**src/rtl/mem_stage_lsu.sv**
```systemverilog
// Handshaked memory stage: computes the writeback value for every op and runs
// loads/stores over a req/gnt/rvalid data port with alignment and fault checks.
module mem_stage_lsu #(
    parameter int BUS_WIDTH   = 64,
    parameter int INSTR_WIDTH = 32
) (
    input  logic                     clk,
    input  logic                     rst_n,
    input  logic                     in_valid,
    output logic                     in_ready,
    input  logic                     mem_read,
    input  logic                     mem_write,
    input  logic                     jalr_src,
    input  logic                     u_src,
    input  logic                     uj_src,
    input  logic [2:0]               funct3,
    input  logic [BUS_WIDTH-1:0]     alu_fpu_result,
    input  logic [BUS_WIDTH-1:0]     mem_in,
    input  logic [BUS_WIDTH-1:0]     imm,
    input  logic [BUS_WIDTH-1:0]     pc,
    output logic                     out_valid,
    input  logic                     out_ready,
    output logic [BUS_WIDTH-1:0]     write_data,
    output logic [BUS_WIDTH-1:0]     mem_out,
    output logic                     lsu_fault,
    output logic                     dmem_req,
    input  logic                     dmem_gnt,
    output logic                     dmem_we,
    output logic [BUS_WIDTH-1:0]     dmem_addr,
    output logic [BUS_WIDTH-1:0]     dmem_wdata,
    output logic [BUS_WIDTH/8-1:0]   dmem_be,
    input  logic [BUS_WIDTH-1:0]     dmem_rdata,
    input  logic                     dmem_rvalid
);
    localparam int NB   = BUS_WIDTH / 8;
    localparam int OFFW = $clog2(NB);
    localparam logic [BUS_WIDTH-1:0] PC_STEP = BUS_WIDTH'(4);

    if ((BUS_WIDTH != 32 && BUS_WIDTH != 64) || INSTR_WIDTH < 32) begin : g_param_check
        $error("mem_stage_lsu: unsupported BUS_WIDTH or INSTR_WIDTH");
    end

    typedef enum logic [1:0] {
        IDLE   = 2'd0,
        REQ    = 2'd1,
        WAIT_R = 2'd2,
        DONE   = 2'd3
    } state_t;

    function automatic logic access_fault(input logic rd, input logic wr,
                                          input logic [2:0] f3, input logic [OFFW-1:0] off);
        logic       bad_op;
        logic       misaligned;
        logic [2:0] off3;
        off3   = 3'(off);
        bad_op = (rd & wr) | (rd & (f3 == 3'b111)) | (wr & f3[2])
               | ((BUS_WIDTH == 32) && ((f3 == 3'b011) || (f3 == 3'b110)));
        case (f3[1:0])
            2'b01:   misaligned = off3[0];
            2'b10:   misaligned = |off3[1:0];
            2'b11:   misaligned = |off3;
            default: misaligned = 1'b0;
        endcase
        return (rd | wr) & (bad_op | misaligned);
    endfunction

    function automatic logic [NB-1:0] store_be(input logic [1:0] size, input logic [OFFW-1:0] off);
        logic [7:0] mask;
        case (size)
            2'b00:   mask = 8'h01;
            2'b01:   mask = 8'h03;
            2'b10:   mask = 8'h0F;
            default: mask = 8'hFF;
        endcase
        return NB'(mask) << off;
    endfunction

    function automatic logic [BUS_WIDTH-1:0] replicate(input logic [BUS_WIDTH-1:0] d, input logic [1:0] size);
        logic [BUS_WIDTH-1:0] rep;
        case (size)
            2'b00:   rep = {NB{d[7:0]}};
            2'b01:   rep = {(NB/2){d[15:0]}};
            2'b10:   rep = {(NB/4){d[31:0]}};
            default: rep = d;
        endcase
        return rep;
    endfunction

    // Shift the addressed lane to bit 0, then push it to the top and back down
    // so one arithmetic/logical shift pair handles every size and signedness.
    function automatic logic [BUS_WIDTH-1:0] extend_load(input logic [BUS_WIDTH-1:0] rdata,
                                                         input logic [OFFW-1:0] off,
                                                         input logic [2:0] f3);
        logic [BUS_WIDTH-1:0] lane;
        logic [6:0]           sh;
        lane = rdata >> {off, 3'b000};
        case (f3[1:0])
            2'b00:   sh = 7'(BUS_WIDTH - 8);
            2'b01:   sh = 7'(BUS_WIDTH - 16);
            2'b10:   sh = 7'(BUS_WIDTH - 32);
            default: sh = 7'd0;
        endcase
        lane = lane << sh;
        return f3[2] ? (lane >> sh) : BUS_WIDTH'($signed(lane) >>> sh);
    endfunction

    state_t               state_r;
    logic                 in_ready_r;
    logic                 out_valid_r;
    logic [BUS_WIDTH-1:0] write_data_r;
    logic [BUS_WIDTH-1:0] mem_out_r;
    logic                 lsu_fault_r;
    logic                 dmem_req_r;
    logic                 dmem_we_r;
    logic [BUS_WIDTH-1:0] dmem_addr_r;
    logic [BUS_WIDTH-1:0] dmem_wdata_r;
    logic [NB-1:0]        dmem_be_r;
    logic [2:0]           funct3_r;
    logic [OFFW-1:0]      off_r;

    logic [OFFW-1:0]      off_s;
    logic                 fault_s;
    logic                 mem_access_s;
    logic [BUS_WIDTH-1:0] wd_s;
    logic [BUS_WIDTH-1:0] addr_s;
    logic [BUS_WIDTH-1:0] wdata_s;
    logic [NB-1:0]        be_s;

    // Decode of the instruction presented by EX
    always_comb begin
        off_s        = alu_fpu_result[OFFW-1:0];
        fault_s      = access_fault(mem_read, mem_write, funct3, off_s);
        mem_access_s = (mem_read | mem_write) & ~fault_s;
        wd_s         = uj_src ? (jalr_src ? pc + PC_STEP : alu_fpu_result)
                              : (u_src ? pc + imm : imm);
        addr_s       = {alu_fpu_result[BUS_WIDTH-1:OFFW], {OFFW{1'b0}}};
        wdata_s      = replicate(mem_in, funct3[1:0]);
        be_s         = mem_access_s ? (mem_read ? {NB{1'b1}} : store_be(funct3[1:0], off_s))
                                    : {NB{1'b0}};
    end

    // Transaction FSM; every output is a flop updated here
    always_ff @(posedge clk or negedge rst_n) begin
        if (!rst_n) begin
            state_r      <= IDLE;
            in_ready_r   <= 1'b1;
            out_valid_r  <= 1'b0;
            write_data_r <= {BUS_WIDTH{1'b0}};
            mem_out_r    <= {BUS_WIDTH{1'b0}};
            lsu_fault_r  <= 1'b0;
            dmem_req_r   <= 1'b0;
            dmem_we_r    <= 1'b0;
            dmem_addr_r  <= {BUS_WIDTH{1'b0}};
            dmem_wdata_r <= {BUS_WIDTH{1'b0}};
            dmem_be_r    <= {NB{1'b0}};
            funct3_r     <= 3'b000;
            off_r        <= {OFFW{1'b0}};
        end else begin
            case (state_r)
                IDLE: begin
                    if (in_valid) begin
                        write_data_r <= wd_s;
                        mem_out_r    <= {BUS_WIDTH{1'b0}};
                        lsu_fault_r  <= fault_s;
                        dmem_addr_r  <= addr_s;
                        dmem_wdata_r <= wdata_s;
                        dmem_be_r    <= be_s;
                        dmem_we_r    <= mem_write & ~fault_s;
                        funct3_r     <= funct3;
                        off_r        <= off_s;
                        in_ready_r   <= 1'b0;
                        if (mem_access_s) begin
                            state_r    <= REQ;
                            dmem_req_r <= 1'b1;
                        end else begin
                            state_r     <= DONE;
                            out_valid_r <= 1'b1;
                        end
                    end else begin
                        state_r <= IDLE;
                    end
                end
                REQ: begin
                    if (dmem_gnt) begin
                        dmem_req_r <= 1'b0;
                        if (dmem_we_r) begin
                            state_r     <= DONE;
                            out_valid_r <= 1'b1;
                        end else begin
                            state_r <= WAIT_R;
                        end
                    end else begin
                        state_r <= REQ;
                    end
                end
                WAIT_R: begin
                    if (dmem_rvalid) begin
                        mem_out_r   <= extend_load(dmem_rdata, off_r, funct3_r);
                        state_r     <= DONE;
                        out_valid_r <= 1'b1;
                    end else begin
                        state_r <= WAIT_R;
                    end
                end
                DONE: begin
                    if (out_ready) begin
                        state_r     <= IDLE;
                        out_valid_r <= 1'b0;
                        in_ready_r  <= 1'b1;
                    end else begin
                        state_r <= DONE;
                    end
                end
                default: begin
                    state_r     <= IDLE;
                    in_ready_r  <= 1'b1;
                    out_valid_r <= 1'b0;
                    dmem_req_r  <= 1'b0;
                end
            endcase
        end
    end

    assign in_ready   = in_ready_r;
    assign out_valid  = out_valid_r;
    assign write_data = write_data_r;
    assign mem_out    = mem_out_r;
    assign lsu_fault  = lsu_fault_r;
    assign dmem_req   = dmem_req_r;
    assign dmem_we    = dmem_we_r;
    assign dmem_addr  = dmem_addr_r;
    assign dmem_wdata = dmem_wdata_r;
    assign dmem_be    = dmem_be_r;

endmodule

```
**config.mk**
```make
export PLATFORM = sky130hd
export DESIGN_NAME = mem_stage_lsu
export DESIGN_NICKNAME = d
export VERILOG_FILES = /design/src/rtl/mem_stage_lsu.sv
export SDC_FILE = /design/constraint.sdc
export NUM_CORES = 1
export LEC_CHECK = 0
export BUFFER_PORTS_ARGS = -buffer_cell sky130_fd_sc_hd__buf_2
export CORE_AREA = 8 8 229 231
export DETAILED_ROUTE_END_ITERATION = 8
export DIE_AREA = 0 0 237 239
export PLACE_DENSITY = 0.67
export SETUP_SLACK_MARGIN = 0.02
export SLEW_MARGIN = 0
export SYNTH_ARGS = -nofsm -noshare
export SYNTH_HDL_FRONTEND = slang
export SYNTH_SLANG_ARGS = --single-unit
```
**constraint.sdc**
```tcl
create_clock -name clk -period 2.1 [get_ports clk]
set_input_delay 0.525 -clock clk [delete_from_list [all_inputs] [get_ports clk]]
set_output_delay 0.525 -clock clk [all_outputs]
set_load 0.02 [all_outputs]
```
==> impl_metrics.ini, run 1 <==
[status]
status = finished, violations left
violations = setup timing

[final_layout]
syn_to_final_growth_pct = 55.8
utilization = 0.623
num-nets-final = 3787
drive_gt1_frac = 0.431

[global_route]
grt_max_degree = 65
grt.total_usage = 0.317
grt_pass1_wl_um = 141000
antenna_found_initial = 14
gr-total-overflow = 0
first_global_vias = 23300

[critical_path]
cp_max_fo = 2
worstSetupPathType = in2reg
startpoint = pc[33]
r2r_start = off_r[1]
arrival_ps = 3280
required_ps = 2560
crit_buf_inv = 1
critPathSlowestCell = or4_4
end_kind = flip-flop
cp_top_family = simple AND/OR/NAND/NOR gates
slowest_delay_ps = 520
crit_path_start_kind = input port
cp_cell_sequence = buf_6 > ha_4 > nand4_1 > or3_4 > or3_1 > o21a_2 > or4_4 > o22ai_4 > and2_4 > mux2i_1 > and3_4 > o41ai_4

[route]
drt_iter0_drc = 1839
ant_nets = 0
via_per_inst = 5.72
drtPass1Iterations = 7
drc_errors = 0
wirelength_um = 95300
routedWlPerCell_um = 23.6
vias = 23100

[power_and_ir_drop]
pwr-share-clk = 0.176
power.density_nw_per_um2 = 1180
seqPwrFrac = 0.262
switching_share = 0.458
p_comb_frac = 0.563
leakagePower_uw = 0.0147
p_int_uw = 19300
ir_drop_mv = 0.770
switching_power_uw = 16300

[sta]
setup_viol = 107
finalSetupTns_ps = -29490
tightestPinTransition_ps = 1200
finClkSkew_ps = 15.6
slew_headroom = 0.197
max_freq_mhz = 354
rsz0062_at_grt = yes
hold_slack_ps = 178
fin_ws_ps = -722
fin_crit_ps = 2820
period_share = 1.34
hold_violations = 0
slew_violations = 0

[clock_network]
clock-root-buffer = clkbuf_16
clock_path_buffers = 3
cts_htree_levels = 2
cts_buffers = 35
clk_latency_ps = 550
path_clk_slew_ps = 70
cts_sinks = 274
cts_tree = built

[floorplan]
num_rows = 81
die_x_um = 237
initial_utilization = 0.400
core_um2 = 48500
dieHeight_um = 239
die_area_um2 = 56600
boundaryPins = 603

[placed_design]
place_hpwl_um = 73200
place.gp.congestion = 0.985
port_buffers = 599

[yosys]
synth_largest_area_cell = dfrtp_1
ys_seq_area_frac = 0.353
yosysWarnings = 0
async_flop_share = 1.00
synth_cells = 2419
yosysMostFrequentCell = nand2_1
synth_edf_count = 0
ys.flop_type = dfrtp_1
synth_seq_cells = 274
synthTopCellsByCount = 530 x nand2_1, 273 x dfrtp_1, 228 x o21ai_0, 221 x a21oi_1, 146 x nor2_1
synthesis.area_um2 = 19400
synthDistinctLibCells = 70
yosys-top-cells-area = dfrtp_1 35%, nand2_1 10%, o21ai_0 5.9%
avgSynthCellArea_um2 = 8.02
synth.top_cell.area_share = 0.352

[min_path]
hp-start = alu_fpu_result[31]
min_path_type = in2reg

[run]
cap_violations = 0
stage by stage:
step           instances  power, µW  cell area, µm²  worst slack (ps)
2_1_floorplan       2421      19000           20000             -1130
3_3_place_gp        3902      26200           26600             -1470
3_5_place_dp        3902      26500           26600             -1530
4_1_cts             4028      34800           29500              -781
5_1_grt             4041      37400           30200              -778
6_report            4043      35600           30200              -722
tightest hold or removal path: stages:
cell and delay (ps):
buf_2 90, nand2_1 40, nand2_1 50
what timing repair did:
| action | 4_1_cts | 5_1_grt |
|---|---|---|
| resized for setup | 317 | 147 |
| endpoints found under the setup margin | 107 | 113 |
| endpoints found under the hold margin | 40 | 0 |
| pin swaps | 117 | 120 |
| cloned | 4 | 1 |
| buffers inserted | 66 | 32 |
| hold buffers | 1 | 0 |
path summary, 6_finish.rpt:
path	slack [ps]	cells past startpoint	end
max in group asynchronous	910	3	dmem_addr[37]
min	180	3	dmem_addr[31]
min reg2reg	470	2	dmem_addr[52]
min in group asynchronous	480	2	dmem_wdata[56]
max	-720	12	write_data[63]
max reg2reg	-280	12	mem_out[51]
cell usage in the layout, fill, tap and decap left out, types with 15 or more instances in the layout:
cell type / instances
ha_4: 31
o21ai_2: 35
xnor2_1: 39
and3_1: 24
a31oi_1: 18
o21ai_0: 126
a211oi_1: 42
buf_4: 433
ha_1: 33
buf_12: 25
o21ai_1: 64
inv_1: 21
o31ai_1: 21
mux2_2: 15
clkbuf_16: 37
xor2_1: 58
buf_6: 63
a21o_1: 37
a21oi_1: 149
nand4_1: 31
mux4_2: 19
a21oi_4: 25
nor2b_1: 28
nor2_1: 136
o211ai_1: 18
a21oi_2: 47
nand3_1: 53
mux2i_1: 105
o22ai_1: 20
nand2_1: 516
nand2b_1: 15
dfrtp_1: 271
buf_2: 557
layout make-up:
class | count | area [µm²]
Fill cell | 4224 | 18300
Inverter | 24 | 90.1
Clock buffer | 47 | 962
Clock inverter | 16 | 183
Tap cell | 622 | 778
Timing Repair Buffer | 1096 | 7560
Sequential cell | 274 | 6860
Multi-Input combinational cell | 1957 | 13800
Antenna cell | 7 | 17.5
kinds of logic after synthesis:
group           count (synthesis)  synth area share
compound gates                715             0.220
xor+xnor                      113            0.0510
fa+ha+maj                      65            0.0423
buf+inv                       191            0.0382
flops                         274             0.353
mux                           149            0.0906
other cells                     1          0.000193
simple gates                  911             0.204
state kept, by name (all words and copies together) (netlist names):
signal,flops
dmem_wdata,64
in_ready,1
write_data,64
off_r,3
funct3_r,3
dmem_be,8
dmem_addr,61
mem_out,64
dmem_we,1
state_r,2
dmem_req,1
lsu_fault,1
out_valid,1
power groups by stage:
stage                     combinational, µW  sequential (µW)  clock, µW
after floorplan                        7260            11800          0
after global placement                17000             9210          0
after detailed placement              17200             9300          0
after CTS                             19200             9260       6330
after global routing                  21400             9540       6520
final                                 20000             9310       6250
metal layers:
layer	share of wire	track usage	routed length (µm)	vias to the layer above
li1	-	-	-	10500
met1	0.39	0.374	36800	11200
met2	0.48	0.544	45900	1112
met3	0.082	0.0768	7850	258
met4	0.049	0.141	4660	12
met5	0.00092	0	88	-
Power figures use the tool's default switching activity.
==> inputs of run 2 (changes only) <==
ABC_AREA = 1   (was not set)
MAX_ROUTING_LAYER = met4   (was not set)
PLACE_DENSITY = 0.71   (was 0.67)
clock period = 3.49 ns   (was 2.1 ns; I/O delays follow)
==> run 2 against run 1 <==
- the flow now finishes without violations
- non-clock buffer count is 425 lower
- synthesized cell count is 50% higher
- critical path depth is 3 lower
- sequential share of layout area is 2.6 points higher
- clock power is 44% lower
- global-route usage is 9.4 points higher
- die area stayed put
- setup slack better by 1500 ps
- largest power group unchanged
- highest routed layer is now met4
==> impl_metrics.ini, run 2 <==
[power_and_ir_drop]
ir_drop_mv = 0.666
leakagePower_uw = 0.0144
power.density_nw_per_um2 = 739

[yosys]
synth_cells = 3617
yosysWarnings = 0
yosysMostFrequentCell = nand2_1
synth_edf_count = 0
synth.top_cell.area_share = 0.305
synthesis.area_um2 = 22400
yosys-top-cells-area = dfrtp_1 31%, nand2_1 18%, nor2_1 7.4%
ys.flop_type = dfrtp_1
avgSynthCellArea_um2 = 6.19
synthTopCellsByCount = 1092 x nand2_1, 442 x nor2_1, 384 x inv_1, 316 x o21ai_0, 299 x a21oi_1
synth_seq_cells = 274
synth_largest_area_cell = dfrtp_1
synthDistinctLibCells = 59
async_flop_share = 1.00
ys_seq_area_frac = 0.306

[route]
wirelength_um = 119000
drt_iter0_drc = 3502
ant_nets = 0
routedWlPerCell_um = 24.6
via_per_inst = 5.79
drtPass1Iterations = 6
vias = 27900
drc_errors = 0

[clock_network]
cts_htree_levels = 1
cts_buffers = 31
postCtsSetupBuffers = 0
cts_sinks = 274
post_cts_resized = 0
path_clk_slew_ps = 70
hold_buffers = 0
clock_path_buffers = 3
cts_tree = built
clock-root-buffer = clkbuf_16
clk_latency_ps = 620

[placed_design]
placed_cells = 4754
dpl-instance-area_um2 = 26100
place.gp.congestion = 1.12
place_hpwl_um = 98200
dpl_worst_slack_ps = 182
port_buffers = 599

[critical_path]
cp_max_fo = 48
worstSetupPathType = reg2reg
end_kind = flip-flop
arrival_ps = 3270
crit_path_start_kind = flip-flop
reg2regPathDepth = 9
required_ps = 4030

[floorplan]
boundaryPins = 603
dieHeight_um = 239
num_rows = 81
core_um2 = 48500
die_x_um = 237
die_area_um2 = 56600
initial_utilization = 0.461

[global_route]
grt_util_met1 = 0.516
antenna_found_initial = 7
first_global_vias = 26300
grt.total_usage = 0.411
grt_pass1_wl_um = 172000
busiest_layer = met2
gr-total-overflow = 0
grt_max_degree = 212
grt.met2_usage = 0.658
use_met3 = 0.0664

[sta]
finalSetupTns_ps = 0
max_freq_mhz = 366
slew_violations = 0
slew_headroom = 0.385
rsz0062_at_grt = no
fin_ws_ps = 760
finClkSkew_ps = 20.2
tightestPinTransition_ps = 917
fin_crit_ps = 2730
setup_viol = 0
hold_violations = 0
period_share = 0.782

[final_layout]
fillers = 5073
final_cells = 4815
syn_to_final_growth_pct = 21.4
num-nets-final = 4564
drive_gt1_frac = 0.186
final_common_cell = nand2_1
most-common-layout-cells = 1091 x nand2_1, 597 x buf_2, 441 x nor2_1
final_area_um2 = 27200

[run]
cap_violations = 0

[status]
status = finished clean

[min_path]
min_path_type = in2async
==> run 2: final cells by class <==
cell class / count / area [µm²] / share of cell area
Antenna cell: 6 / 15.0 / 0.000552
Sequential cell: 274 / 6860 / 0.252
Multi-Input combinational cell: 2787 / 13300 / 0.490
Tap cell: 622 / 778 / 0.0286
Timing Repair Buffer: 671 / 3660 / 0.135
Inverter: 400 / 1500 / 0.0553
Clock inverter: 14 / 165 / 0.00608
Clock buffer: 41 / 883 / 0.0325
==> run 2: per-stage QoR <==
step                utilization  total power, µW  hold slack, ps
floorplan                     -            12100             485
global placement          0.538            16400             456
detailed placement        0.538            16400             460
CTS                       0.560            19900             274
global route              0.560            21200             286
finish                    0.560            20100             242
==> run 2: worst paths after layout <==
path	startpoint	endpoint	slack (ps)
setup reg to reg	state_r[1]	mem_out[29]	760
hold / removal	rst_n	mem_out[60]	240
hold reg to reg	dmem_be[4]	dmem_be[4]	470
setup / recovery	state_r[1]	mem_out[29]	760
min in group clk	dmem_be[4]	dmem_be[4]	470
max in group asynchronous	rst_n	write_data[44]	2300
==> run 2: routing by layer <==
metal	up-vias	wire length, µm
met4	0	5840
met5	-	0
li1	12800	-
met1	13000	46200
met2	1760	54700
met3	287	11900
==> run 2: cells by family (layout without fill, tap and decap cells) <==
family / Yosys count / in the layout / share of synthesized area
and+or+nand+nor: 1889 / 1889 / 0.346
AOI/OAI and AO/OA: 770 / 770 / 0.187
buffers and inverters: 558 / 1126 / 0.100
DFF: 274 / 274 / 0.306
adders and majority gates: 65 / 65 / 0.0367
xor gates and xnor gates: 54 / 54 / 0.0211
muxes: 6 / 6 / 0.00268
other: 1 / 9 / 0.000167
==> run 2: power by group <==
group	internal (µW)	switching [µW]
registers	4600	1080
clock network	1940	1530
logic	3260	7680
==> run 2: worst max-delay path: stages (launching register included) <==
cell	delay [ps]
dfrtp_1	440
inv_1	140
nor2_1	50
buf_4	170
nand2_1	310
clkinv_1	430
nor2_4	610
buf_12	300
nand2_1	90
o21ai_0	90
